<file path="src/rtl/vga_sync_rx_if.sv">
// -----------------------------------------------------------------------------
// vga_sync_rx_if
// VGA link carrying the sync pulses and the 2-bit-per-channel colour from a
// VGA source to a receiver.
//
// Signals:
//   hsync  horizontal sync, active low
//   vsync  vertical sync, active low
//   vga_r  red   (2 bits)
//   vga_g  green (2 bits)
//   vga_b  blue  (2 bits)
//
// Modports:
//   master  the VGA source, which drives every signal
//   slave   the receiver, which samples every signal
// -----------------------------------------------------------------------------
interface vga_sync_rx_if;
  logic       hsync;
  logic       vsync;
  logic [1:0] vga_r;
  logic [1:0] vga_g;
  logic [1:0] vga_b;

  modport master (output hsync, output vsync, output vga_r, output vga_g, output vga_b);
  modport slave  (input  hsync, input  vsync, input  vga_r, input  vga_g, input  vga_b);
endinterface

</file>
<file path="src/rtl/vga_sync_rx.sv">
// -----------------------------------------------------------------------------
// vga_sync_rx
// VGA timing receiver and checker. It recovers pixel coordinates from the sync
// pulses, checks the H/V timing against the parameters, declares lock after
// one clean frame and emits a per-pixel valid stream with the sampled colour.
//
// Ports:
//   clk              pixel clock, same domain as the source
//   rst_n            synchronous active-low reset
//   vga              VGA link (slave modport): hsync, vsync, vga_r/g/b
//   locked           timing locked (registered)
//   pix_valid        pix_* hold a visible pixel (1 clk after its sample)
//   pix_x, pix_y     visible column / row, held while pix_valid is low
//   pix_rgb          {r,g,b} of the pixel, held while pix_valid is low
//   frame_start      one-cycle pulse per locked frame
//   err_pulse        one-cycle pulse on a timing violation while syncing/locked
//   lock_loss_count  saturating count of LOCKED->UNLOCKED transitions
//
// H_TOTAL and V_TOTAL must both be below 2048 and H_VISIBLE/V_VISIBLE must
// fit the 10-bit coordinate outputs.
// -----------------------------------------------------------------------------
module vga_sync_rx #(
  parameter int unsigned H_VISIBLE = 640,
  parameter int unsigned H_FRONT   = 16,
  parameter int unsigned H_PULSE   = 96,
  parameter int unsigned H_BACK    = 48,
  parameter int unsigned V_VISIBLE = 480,
  parameter int unsigned V_FRONT   = 10,
  parameter int unsigned V_PULSE   = 2,
  parameter int unsigned V_BACK    = 33
) (
  input  logic                clk,
  input  logic                rst_n,
  vga_sync_rx_if.slave        vga,
  output logic                locked,
  output logic                pix_valid,
  output logic [9:0]          pix_x,
  output logic [9:0]          pix_y,
  output logic [5:0]          pix_rgb,
  output logic                frame_start,
  output logic                err_pulse,
  output logic [7:0]          lock_loss_count
);

  // ---------------------------------------------------------------------------
  // Derived timing constants
  // ---------------------------------------------------------------------------
  localparam int unsigned H_TOTAL = H_VISIBLE + H_FRONT + H_PULSE + H_BACK;
  localparam int unsigned V_TOTAL = V_VISIBLE + V_FRONT + V_PULSE + V_BACK;
  localparam int unsigned H_START = H_PULSE + H_BACK;
  localparam int unsigned V_START = V_PULSE + V_BACK;

  localparam logic [10:0] C_H_LAST  = 11'(H_TOTAL - 1);
  localparam logic [10:0] C_H_START = 11'(H_START);
  localparam logic [10:0] C_H_END   = 11'(H_START + H_VISIBLE);
  localparam logic [10:0] C_V_START = 11'(V_START);
  localparam logic [10:0] C_V_END   = 11'(V_START + V_VISIBLE);
  localparam logic [11:0] C_H_PULSE = 12'(H_PULSE);
  localparam logic [11:0] C_V_TOTAL = 12'(V_TOTAL);
  localparam logic [10:0] C_V_PULSE = 11'(V_PULSE);

  typedef enum logic [1:0] {
    ST_UNLOCKED = 2'b00,
    ST_SYNCING  = 2'b01,
    ST_LOCKED   = 2'b10
  } state_t;

  // Saturating increment used by every 11-bit position/tally counter.
  function automatic logic [10:0] sat_inc11(input logic [10:0] value);
    logic [10:0] result;
    if (value == 11'h7FF) begin
      result = value;
    end else begin
      result = value + 11'd1;
    end
    return result;
  endfunction

  // ---------------------------------------------------------------------------
  // Registers
  // ---------------------------------------------------------------------------
  state_t      r_state;
  logic        r_hs_prev;
  logic        r_vs_prev;
  logic [10:0] r_h_idx;
  logic [10:0] r_v_pos;
  logic [10:0] r_vlow_hf;
  logic        r_line_seen;
  logic        r_frame_seen;
  logic        r_locked;
  logic        r_pix_valid;
  logic [9:0]  r_pix_x;
  logic [9:0]  r_pix_y;
  logic [5:0]  r_pix_rgb;
  logic        r_frame_start;
  logic        r_err_pulse;
  logic [7:0]  r_lock_loss;

  // ---------------------------------------------------------------------------
  // Combinational signals
  // ---------------------------------------------------------------------------
  state_t      w_state_next;
  logic        w_hf;
  logic        w_hr;
  logic        w_vf;
  logic        w_vr;
  logic [10:0] w_h_idx;
  logic [10:0] w_v_pos;
  logic [10:0] w_vlow_hf;
  logic [11:0] w_hs_width;
  logic [11:0] w_frame_lines;
  logic        w_err_a;
  logic        w_err_b;
  logic        w_err_c;
  logic        w_err_d;
  logic        w_err_e;
  logic        w_err;
  logic        w_visible;
  logic        w_emit;
  logic [9:0]  w_pix_x;
  logic [9:0]  w_pix_y;
  logic [5:0]  w_rgb;

  // Edges are taken between the previous and the current sample, so the
  // previous-sample registers reset high and the first cycle sees no edge.
  assign w_hf = r_hs_prev & ~vga.hsync;
  assign w_hr = ~r_hs_prev & vga.hsync;
  assign w_vf = r_vs_prev & ~vga.vsync;
  assign w_vr = ~r_vs_prev & vga.vsync;

  assign w_rgb = {vga.vga_r, vga.vga_g, vga.vga_b};

  // Position of the current sample: h restarts on HF, v restarts on VF (which
  // wins over a simultaneous HF) and otherwise steps on each HF; the vsync-low
  // tally counts HFs seen on samples where vsync is low.
  always_comb begin
    w_h_idx   = r_h_idx;
    w_v_pos   = r_v_pos;
    w_vlow_hf = r_vlow_hf;
    if (w_hf) begin
      w_h_idx = 11'd0;
    end else begin
      w_h_idx = sat_inc11(r_h_idx);
    end
    if (w_vf) begin
      w_v_pos = 11'd0;
    end else if (w_hf) begin
      w_v_pos = sat_inc11(r_v_pos);
    end else begin
      w_v_pos = r_v_pos;
    end
    if (vga.vsync == 1'b0) begin
      if (w_vf) begin
        w_vlow_hf = w_hf ? 11'd1 : 11'd0;
      end else if (w_hf) begin
        w_vlow_hf = sat_inc11(r_vlow_hf);
      end else begin
        w_vlow_hf = r_vlow_hf;
      end
    end else begin
      w_vlow_hf = r_vlow_hf;
    end
  end

  // The hsync low run always starts at the HF sample (index 0), so its width
  // at HR is the previous sample's index plus one.
  assign w_hs_width = {1'b0, r_h_idx} + 12'd1;

  // v_pos restarts at every VF and then counts HFs, so at the next VF it plus
  // any HF on that very sample is the HF count of the closing frame.
  assign w_frame_lines = {1'b0, r_v_pos} + {11'd0, w_hf};

  // Timing violation detectors.
  assign w_err_a = w_hr & (w_hs_width != C_H_PULSE);
  assign w_err_b = w_hf & r_line_seen & (r_h_idx != C_H_LAST);
  // h_idx steps onto H_TOTAL exactly once per missing HF, so this fires once.
  assign w_err_c = ~w_hf & (r_h_idx == C_H_LAST);
  assign w_err_d = w_vf & r_frame_seen & (w_frame_lines != C_V_TOTAL);
  assign w_err_e = w_vr & (r_vlow_hf != C_V_PULSE);
  assign w_err   = w_err_a | w_err_b | w_err_c | w_err_d | w_err_e;

  // Visible window of the current sample and its coordinates. The visible
  // extent fits 10 bits, so the subtraction is done modulo 1024.
  assign w_visible = (w_h_idx >= C_H_START) && (w_h_idx < C_H_END) &&
                     (w_v_pos >= C_V_START) && (w_v_pos < C_V_END);
  assign w_pix_x   = w_h_idx[9:0] - C_H_START[9:0];
  assign w_pix_y   = w_v_pos[9:0] - C_V_START[9:0];
  assign w_emit    = w_visible & (r_state == ST_LOCKED);

  // Lock FSM next state; an error outranks a simultaneous VF, and that VF is
  // consumed without re-arming.
  always_comb begin
    w_state_next = r_state;
    case (r_state)
      ST_UNLOCKED: begin
        if (w_vf) begin
          w_state_next = ST_SYNCING;
        end else begin
          w_state_next = ST_UNLOCKED;
        end
      end
      ST_SYNCING: begin
        if (w_err) begin
          w_state_next = ST_UNLOCKED;
        end else if (w_vf) begin
          w_state_next = ST_LOCKED;
        end else begin
          w_state_next = ST_SYNCING;
        end
      end
      ST_LOCKED: begin
        if (w_err) begin
          w_state_next = ST_UNLOCKED;
        end else begin
          w_state_next = ST_LOCKED;
        end
      end
      default: begin
        w_state_next = ST_UNLOCKED;
      end
    endcase
  end

  // Lock FSM state register.
  always_ff @(posedge clk) begin
    if (!rst_n) begin
      r_state <= ST_UNLOCKED;
    end else begin
      r_state <= w_state_next;
    end
  end

  // Sync history, position counters and the line/frame-seen flags.
  always_ff @(posedge clk) begin
    if (!rst_n) begin
      r_hs_prev    <= 1'b1;
      r_vs_prev    <= 1'b1;
      r_h_idx      <= 11'd0;
      r_v_pos      <= 11'd0;
      r_vlow_hf    <= 11'd0;
      r_line_seen  <= 1'b0;
      r_frame_seen <= 1'b0;
    end else begin
      r_hs_prev <= vga.hsync;
      r_vs_prev <= vga.vsync;
      r_h_idx   <= w_h_idx;
      r_v_pos   <= w_v_pos;
      r_vlow_hf <= w_vlow_hf;
      if (w_hf) begin
        r_line_seen <= 1'b1;
      end
      if (w_vf) begin
        r_frame_seen <= 1'b1;
      end
    end
  end

  // Registered status outputs: lock flag, frame/err pulses, lock-loss count.
  always_ff @(posedge clk) begin
    if (!rst_n) begin
      r_locked      <= 1'b0;
      r_frame_start <= 1'b0;
      r_err_pulse   <= 1'b0;
      r_lock_loss   <= 8'd0;
    end else begin
      // Taken from the next state so locked rises one clock after the VF.
      r_locked      <= (w_state_next == ST_LOCKED);
      r_frame_start <= w_vf & (w_state_next == ST_LOCKED);
      // Errors seen while unlocked are not reported.
      r_err_pulse   <= w_err & (r_state != ST_UNLOCKED);
      if ((r_state == ST_LOCKED) && (w_state_next == ST_UNLOCKED) &&
          (r_lock_loss != 8'hFF)) begin
        r_lock_loss <= r_lock_loss + 8'd1;
      end
    end
  end

  // Registered pixel stream; coordinates and colour hold between pixels.
  always_ff @(posedge clk) begin
    if (!rst_n) begin
      r_pix_valid <= 1'b0;
      r_pix_x     <= 10'd0;
      r_pix_y     <= 10'd0;
      r_pix_rgb   <= 6'd0;
    end else begin
      r_pix_valid <= w_emit;
      if (w_emit) begin
        r_pix_x   <= w_pix_x;
        r_pix_y   <= w_pix_y;
        r_pix_rgb <= w_rgb;
      end
    end
  end

  assign locked          = r_locked;
  assign pix_valid       = r_pix_valid;
  assign pix_x           = r_pix_x;
  assign pix_y           = r_pix_y;
  assign pix_rgb         = r_pix_rgb;
  assign frame_start     = r_frame_start;
  assign err_pulse       = r_err_pulse;
  assign lock_loss_count = r_lock_loss;

endmodule
</file>
<file path="src/flat_wrapper.sv">
// flat-port wrapper written by rule: the top's interface ports become plain ports
module vga_sync_rx_flat 
#(
  parameter int unsigned H_VISIBLE = 640,
  parameter int unsigned H_FRONT   = 16,
  parameter int unsigned H_PULSE   = 96,
  parameter int unsigned H_BACK    = 48,
  parameter int unsigned V_VISIBLE = 480,
  parameter int unsigned V_FRONT   = 10,
  parameter int unsigned V_PULSE   = 2,
  parameter int unsigned V_BACK    = 33
)
  (clk, rst_n, locked, pix_valid, pix_x, pix_y, pix_rgb, frame_start, err_pulse, lock_loss_count, vga_hsync, vga_vsync, vga_vga_r, vga_vga_g, vga_vga_b);
  vga_sync_rx_if vga_i ();
  input  logic clk;
  input  logic rst_n;
  output logic locked;
  output logic pix_valid;
  output logic [9:0] pix_x;
  output logic [9:0] pix_y;
  output logic [5:0] pix_rgb;
  output logic frame_start;
  output logic err_pulse;
  output logic [7:0] lock_loss_count;
  input wire logic [$bits(vga_i.hsync)-1:0] vga_hsync;
  input wire logic [$bits(vga_i.vsync)-1:0] vga_vsync;
  input wire logic [$bits(vga_i.vga_r)-1:0] vga_vga_r;
  input wire logic [$bits(vga_i.vga_g)-1:0] vga_vga_g;
  input wire logic [$bits(vga_i.vga_b)-1:0] vga_vga_b;
  assign vga_i.hsync = vga_hsync;
  assign vga_i.vsync = vga_vsync;
  assign vga_i.vga_r = vga_vga_r;
  assign vga_i.vga_g = vga_vga_g;
  assign vga_i.vga_b = vga_vga_b;
  vga_sync_rx #(.H_VISIBLE(H_VISIBLE), .H_FRONT(H_FRONT), .H_PULSE(H_PULSE), .H_BACK(H_BACK), .V_VISIBLE(V_VISIBLE), .V_FRONT(V_FRONT), .V_PULSE(V_PULSE), .V_BACK(V_BACK)) u_core (.clk(clk), .rst_n(rst_n), .vga(vga_i), .locked(locked), .pix_valid(pix_valid), .pix_x(pix_x), .pix_y(pix_y), .pix_rgb(pix_rgb), .frame_start(frame_start), .err_pulse(err_pulse), .lock_loss_count(lock_loss_count));
endmodule
</file>
<file path="config.mk">
export PLATFORM = sky130hd
export DESIGN_NAME = vga_sync_rx_flat
export DESIGN_NICKNAME = d
export VERILOG_FILES = /design/src/rtl/vga_sync_rx_if.sv /design/src/rtl/vga_sync_rx.sv /design/src/flat_wrapper.sv
export SDC_FILE = /design/constraint.sdc
export NUM_CORES = 1
export LEC_CHECK = 0
export BUFFER_PORTS_ARGS = -buffer_cell sky130_fd_sc_hd__buf_2
export CORE_MARGIN = 2
export CORE_UTILIZATION = 53
export DETAILED_ROUTE_END_ITERATION = 12
export HOLD_SLACK_MARGIN = 0.12
export PLACE_DENSITY = 0.76
export SYNTH_ARGS = -nofsm -noshare
export SYNTH_HDL_FRONTEND = slang
export SYNTH_SLANG_ARGS = --single-unit
</file>
<file path="constraint.sdc">
create_clock -name clk -period 3.35 [get_ports clk]
set_input_delay 0.67 -clock clk [delete_from_list [all_inputs] [get_ports clk]]
set_output_delay 0.67 -clock clk [all_outputs]
set_load 0.1 [all_outputs]
</file>
=== After elaboration in Yosys (flattened, before gate mapping) ===
Index checks and enable logic that the tools add are counted.

* Add/sub/neg operators: 8
* Order comparisons: 4
* Eq/ne operators: 13
* Multiplexer cells: 14
* Bitwise logic cells: 23
* Reduce and logical (&&, ||, !) cells: 10

{| class="wikitable"
|+ Operators by type and width
! kind !! count
|-
| 11-bit two-way mux || 8
|-
| 11-bit by 1-bit adder with 11-bit output, second input constant || 3
|-
| 11-bit == test, second input constant || 3
|-
| 11-bit by 10-bit < comparator with 1-bit output, second input constant || 2
|-
| 1-bit bitwise AND || 14
|-
| 11-bit by 1-bit adder with 12-bit output || 1
|-
| 11-bit by 1-bit adder with 12-bit output, second input constant || 1
|-
| 12-bit by 10-bit != test with 1-bit output, second input constant || 1
|-
| 12-bit by 7-bit != test with 1-bit output, second input constant || 1
|-
| 11-bit by 10-bit == test with 1-bit output, second input constant || 1
|-
| 11-bit by 6-bit greater-or-equal comparator with 1-bit output, second input constant || 1
|-
| 11-bit by 8-bit greater-or-equal comparator with 1-bit output, second input constant || 1
|-
| 11-bit by 10-bit != test with 1-bit output, second input constant || 1
|-
| 11-bit by 2-bit != test with 1-bit output, second input constant || 1
|-
| 10-bit by 6-bit subtractor with 10-bit output, second input constant || 1
|-
| 10-bit by 8-bit subtractor with 10-bit output, second input constant || 1
|-
| 8-bit by 1-bit adder with 8-bit output, second input constant || 1
|-
| 8-bit != test, second input constant || 1
|-
| 2-bit two-way mux || 3
|-
| 2-bit one-hot mux with 3 select lines || 1
|-
| 1-bit logical AND || 5
|-
| 1-bit inverter || 5
|-
| 2-bit == test, second input constant || 2
|-
| 2-bit logical NOT || 2
|-
| 6 further kinds || 11
|}

* Register bits after elaboration: 77
* Output and inout port bits: 38

=== Logic depth before layout (Yosys ltp) ===
* Depth after elaboration: 13
* Depth in mapped cells: 15
* Depth with buffers taken out: 13

=== Least setup slack after synthesis ===
OpenSTA, ideal clock, no wires.

* Path type: reg-to-reg
* From: register u_core.r_h_idx[0]
* To: register u_core.r_pix_x[0], in the netlist u_core.pix_x[0]
* Arrival: 3.107 ns
* Setup slack: 0.120 ns
* Cell stages (with the launch flop): 15
* Path buffers: 1
* Cell sequence: dfxtp_1 -> ha_1 -> and4_1 -> buf_2 -> nand4_1 -> o21ai_0 -> nand2_1 -> inv_1 -> ha_1 -> and4b_1 -> a211oi_1 -> o211a_1 -> a211oi_1 -> o21ai_4 -> mux2_1

* Word-level cells in the longest chain between the ends: 8
* Elaborated cells on any way between the ends: 11
* Those cells by class: add/sub: 2; order compare: 2; eq/ne: 1; mux: 2; bitwise: 1; reduce/logical: 3

{| class="wikitable"
|+ RTL lines
! element !! line !! source
|-
| start, declared || vga_sync_rx.sv:85 || <nowiki>logic [10:0] r_h_idx;</nowiki>
|-
| start signal, assigned || vga_sync_rx.sv:246 || <nowiki>r_h_idx <= w_h_idx;</nowiki>
|-
| 11-bit by 1-bit adder with 11-bit output / 11-bit == test (equally long branches) || vga_sync_rx.sv:74, vga_sync_rx.sv:71 ||
|-
| 11-bit two-way mux * || vga_sync_rx.sv:71 || <nowiki>if (value == 11'h7FF) begin</nowiki>
|-
| 11-bit two-way mux * || vga_sync_rx.sv:140 || <nowiki>if (w_hf) begin</nowiki>
|-
| via u_core.w_h_idx[4] || vga_sync_rx.sv:107 || <nowiki>logic [10:0] w_h_idx;</nowiki>
|-
| 11-bit by 8-bit greater-or-equal comparator with 1-bit output / 11-bit by 10-bit < comparator with 1-bit output (equally long branches) || vga_sync_rx.sv:184 || <nowiki>assign w_visible = (w_h_idx >= C_H_START) && (w_h_idx < C_H_END) &&</nowiki>
|-
| 1-bit logical AND * (2 in a row) || vga_sync_rx.sv:184 ||
|-
| 1-bit logical AND * || vga_sync_rx.sv:185 || <nowiki>(w_v_pos >= C_V_START) && (w_v_pos < C_V_END);</nowiki>
|-
| 1-bit bitwise AND * || vga_sync_rx.sv:188 || <nowiki>assign w_emit = w_visible & (r_state == ST_LOCKED);</nowiki>
|-
| end signal, assigned || vga_sync_rx.sv:288 || <nowiki>r_pix_x <= w_pix_x;</nowiki>
|-
| end, declared || vga_sync_rx.sv:92 || <nowiki>logic [9:0] r_pix_x;</nowiki>
|}

The timed path passes the listed nets; every way through them passes the cells marked *.
A chain may end at the register's enable or synchronous reset.

=== Final worst setup path ===
* From: register u_core.r_v_pos[1]
* To: register u_core.r_pix_x[1], in the netlist u_core.pix_x[1]

* Word-level cells in the longest chain between the ends: 8
* Elaborated cells on any way between the ends: 10
* Those cells by class: add/sub: 1; order compare: 2; eq/ne: 1; mux: 3; bitwise: 1; reduce/logical: 2

{| class="wikitable"
|+ RTL lines
! element !! line !! source
|-
| start, declared || vga_sync_rx.sv:86 || <nowiki>logic [10:0] r_v_pos;</nowiki>
|-
| start signal, assigned || vga_sync_rx.sv:247 || <nowiki>r_v_pos <= w_v_pos;</nowiki>
|-
| 11-bit by 1-bit adder with 11-bit output / 11-bit == test (equally long branches) || vga_sync_rx.sv:74, vga_sync_rx.sv:71 ||
|-
| 11-bit two-way mux || vga_sync_rx.sv:71 ||
|-
| 11-bit two-way mux * || vga_sync_rx.sv:147 || <nowiki>end else if (w_hf) begin</nowiki>
|-
| 11-bit two-way mux * || vga_sync_rx.sv:145 || <nowiki>if (w_vf) begin</nowiki>
|-
| 11-bit by 6-bit greater-or-equal comparator with 1-bit output || vga_sync_rx.sv:185 ||
|-
| 1-bit logical AND || vga_sync_rx.sv:184 ||
|-
| 1-bit logical AND * || vga_sync_rx.sv:185 ||
|-
| 1-bit bitwise AND * || vga_sync_rx.sv:188 ||
|}

Mark *: on every way between the ends. The rest lies on a longest branch, timed or not.

==> reports/summary.txt <==
outcome -> completed
Total Wirelength -> 10120 um
Antenna diodes -> 0
Post-synth EDFFs -> 0
clock buffer depth -> 2
CTS Buf Count -> 9
H-tree Lvls -> 3
critical path, cell by cell -> ha_1, and4_1, nand4_1, and4b_1, or2_1, a32o_1, o31a_1, o21ai_4, buf_12, mux2_1
sw power -> 0.0004384 W
starting density of the core -> 54.58%
number of DRC markers in iteration 0 -> 258
Reg-to-Reg End -> u_core.pix_x[1]
Final Core Density -> 63.10%
CP max FO -> 17
headroom to the max-slew limit -> 60.72%
CTS Sinks -> 77
Register-to-Register Path Depth -> 10
gr usage total -> 24.29%
register-to-register setup slack -> 0.19 ns
vias in the first global route -> 3775
Leak -> 2.150 nW
internal power -> 0.001313 W
Crit-path slowest cell -> dfxtp_1
Synth cell types -> 59
final period utilization -> 94.44%
Final ANT Viol Nets -> 0
Post-route DRC -> 0
clock-pin transition on the worst setup and hold timing paths -> 0.08 ns
Logic pwr share -> 7.0%
worst hold path class -> reg -> reg
worst endpoint required time -> 3.59 ns
CTS tree -> done
FP Rows -> 32
detailed-route wire length per cell -> 15.02 um
TritonRoute pass-1 iters -> 6
Design Area, Final -> 0.004876 mm2
Setup CP Type -> reg -> reg
Pins Over Slew Limit -> 0
Flop pwr share -> 53.3%
Post-Synthesis Cells -> 509
grt total ovfl -> 0
Chip Width -> 93.21 um
Chip Height -> 93.21 um
Synth area leaders -> dfxtp_1, nand2_1, mux2i_1, nor2_1, xor2_1
CP startpoint kind -> flip-flop
RR Startpoint -> u_core.r_v_pos[1]
area of placed instances -> 0.004658 mm2
Clock Latency Late Sink -> 0.34 ns
NumNets Final -> 587
HPWL after DPL -> 7545 um
Highest Clock Rate -> 316.1 MHz
Setup crit end -> u_core.pix_x[1]
clk root buf -> clkbuf_8
Max IR drop VDD -> 0.0002450 V
crit end category -> flip-flop
Seq/Total Area, Yosys -> 36.55%
most common cell after layout, fill and taps aside -> dfxtp_1
Cell Area, Synth -> 0.004218 mm2
Synth Warn # -> 0
Synth top area share -> 36.55%
Fin. Hold Viols -> 0
number of buffers added on ports -> 47
Avg Synthesized Cell Area -> 8.286 um2
Switching Share -> 25.03%
most frequent cells in the layout -> dfxtp_1, nand2_1, nor2_1, buf_2, mux2i_1
Setup violations, final -> 0
CP max stage delay -> 0.45 ns
post-synthesis async set-or-reset flop share -> 0%
pin count of the biggest net entering global routing -> 25
via count -> 3912
GP Congestion -> 0.9629
share of layout cells above drive strength 1 -> 17.66%
first-pass GRT wire length -> 17030 um
IO Count -> 48
post-synth top area cell -> dfxtp_1
vias per cell -> 5.804
Pwr Density -> 359.3 mW/mm2
arrival time at the worst endpoint -> 3.40 ns
Max Cap Viol -> 0
CP startpoint -> u_core.r_v_pos[1]
clock power share -> 39.7%
measured slew at the worst slew-check pin -> 0.5856 ns
Main synth FF type -> dfxtp_1
Worst Skew -> 0.01569 ns
die area -> 0.008688 mm2
#FFs+latches synth -> 77
minimum clock period after layout -> 3.164 ns
synthesis-to-layout area growth -> 15.60%
initial antenna violation count -> 0
Core ar. -> 0.007727 mm2
net count after synthesis -> 529
beginning of the worst hold path -> u_core.pix_x[9]
==> repair_timing <==
action | 4_1_cts | 5_1_grt
hold buffers | 0 | 0
resized for setup | 0 | 4
setup buffers | 0 | 2
setup endpoints to repair | 0 | 17
==> routing by layer <==
metal	share of wire [%]	global-route usage (%)
met1	44	30.81
met2	48	41.00
met3	5.1	3.707
met4	2.8	10.54
met5	0	0
==> per-stage QoR <==
step / power (W) / hold WS [ns] / worst slack (ns) / instances / TNS, ns
after global routing: 0.001818 / 0.4810 / -0.01836 / 674 / -0.03014
after CTS: 0.001760 / 0.4581 / 0.1762 / 672 / 0
after floorplan: 0.001035 / 0.4317 / 0.1200 / 509 / 0
after detailed placement: 0.001075 / 0.4434 / -0.04276 / 656 / -0.05939
final: 0.001752 / 0.4588 / 0.1864 / 674 / 0
after global placement: 0.001071 / 0.4400 / 0.1682 / 656 / 0
==> Yosys cell counts (3+ instances only) <==
| cell type | number |
|---|---|
| a211oi_1 | 10 |
| a21o_1 | 4 |
| a21oi_1 | 16 |
| a31oi_1 | 5 |
| a41oi_1 | 3 |
| and2_1 | 15 |
| and3_1 | 10 |
| and4_1 | 4 |
| and4b_1 | 3 |
| buf_2 | 6 |
| clkbuf_1 | 15 |
| dfxtp_1 | 77 |
| ha_1 | 10 |
| inv_1 | 12 |
| mux2_1 | 5 |
| mux2i_1 | 25 |
| nand2_1 | 73 |
| nand2b_1 | 10 |
| nand3_1 | 12 |
| nand4_1 | 14 |
| nor2_1 | 56 |
| nor3_1 | 12 |
| nor4_1 | 5 |
| nor4b_1 | 3 |
| o2111ai_1 | 3 |
| o211a_1 | 5 |
| o21ai_0 | 19 |
| or3_1 | 7 |
| xnor2_1 | 15 |
| xor2_1 | 17 |
==> power groups by stage <==
stage               logic [W]  registers [W]  clock network, W
global placement     0.000117       0.000955                 0
finish               0.000122       0.000934          0.000696
CTS                  0.000120       0.000934          0.000706
floorplan           0.0000745       0.000960                 0
global route         0.000137       0.000936          0.000746
detailed placement   0.000120       0.000955                 0
==> cell type report <==
class / count / area, um2
Multi-Input combinational cell: 394 / 2519
Inverter: 13 / 48.80
Tap cell: 102 / 127.6
Clock inverter: 5 / 58.81
Timing Repair Buffer: 72 / 447.9
Clock buffer: 11 / 131.4
Sequential cell: 77 / 1543
Fill cell: 690 / 2851
==> kinds of logic after synthesis <==
logic type	Yosys count	synth area share (%)
compound gates	86	14.57
simple gates	233	26.94
fa+ha+maj	10	2.966
buf+inv	38	4.004
flops	77	36.55
mux	33	8.336
xor+xnor	32	6.645
==> registers in the layout, summed over array words and instances, names as in the netlist, 2 cells and up <==
signal and cells:
u_core.lock_loss_count 8, u_core.r_vlow_hf 11, u_core.r_state 2, u_core.pix_y 10, u_core.pix_rgb 6, u_core.r_v_pos 11
u_core.pix_x 10, u_core.r_h_idx 11
==> critical path, delay by kind of cell, from the launching register on <==
family	cells	cell delay [ns]
AOI/OAI and AO/OA	3	0.82
adders and majority gates	1	0.21
buffers and inverters	1	0.18
DFF	1	0.45
muxes	1	0.33
and+or+nand+nor	4	1.06
==> how the worst min path moves through the flow <==
stage          slack, ns  cells past startpoint                  end
3_5_place_dp        0.44                      2      u_core.pix_x[9]
3_3_place_gp        0.44                      2      u_core.pix_x[9]
4_1_cts             0.46                      2      u_core.pix_x[9]
2_1_floorplan       0.43                      2  u_core.r_frame_seen
5_1_grt             0.48                      2      u_core.pix_x[9]
6_report            0.46                      2      u_core.pix_x[9]
No activity file was read; power rests on OpenSTA's default activity.
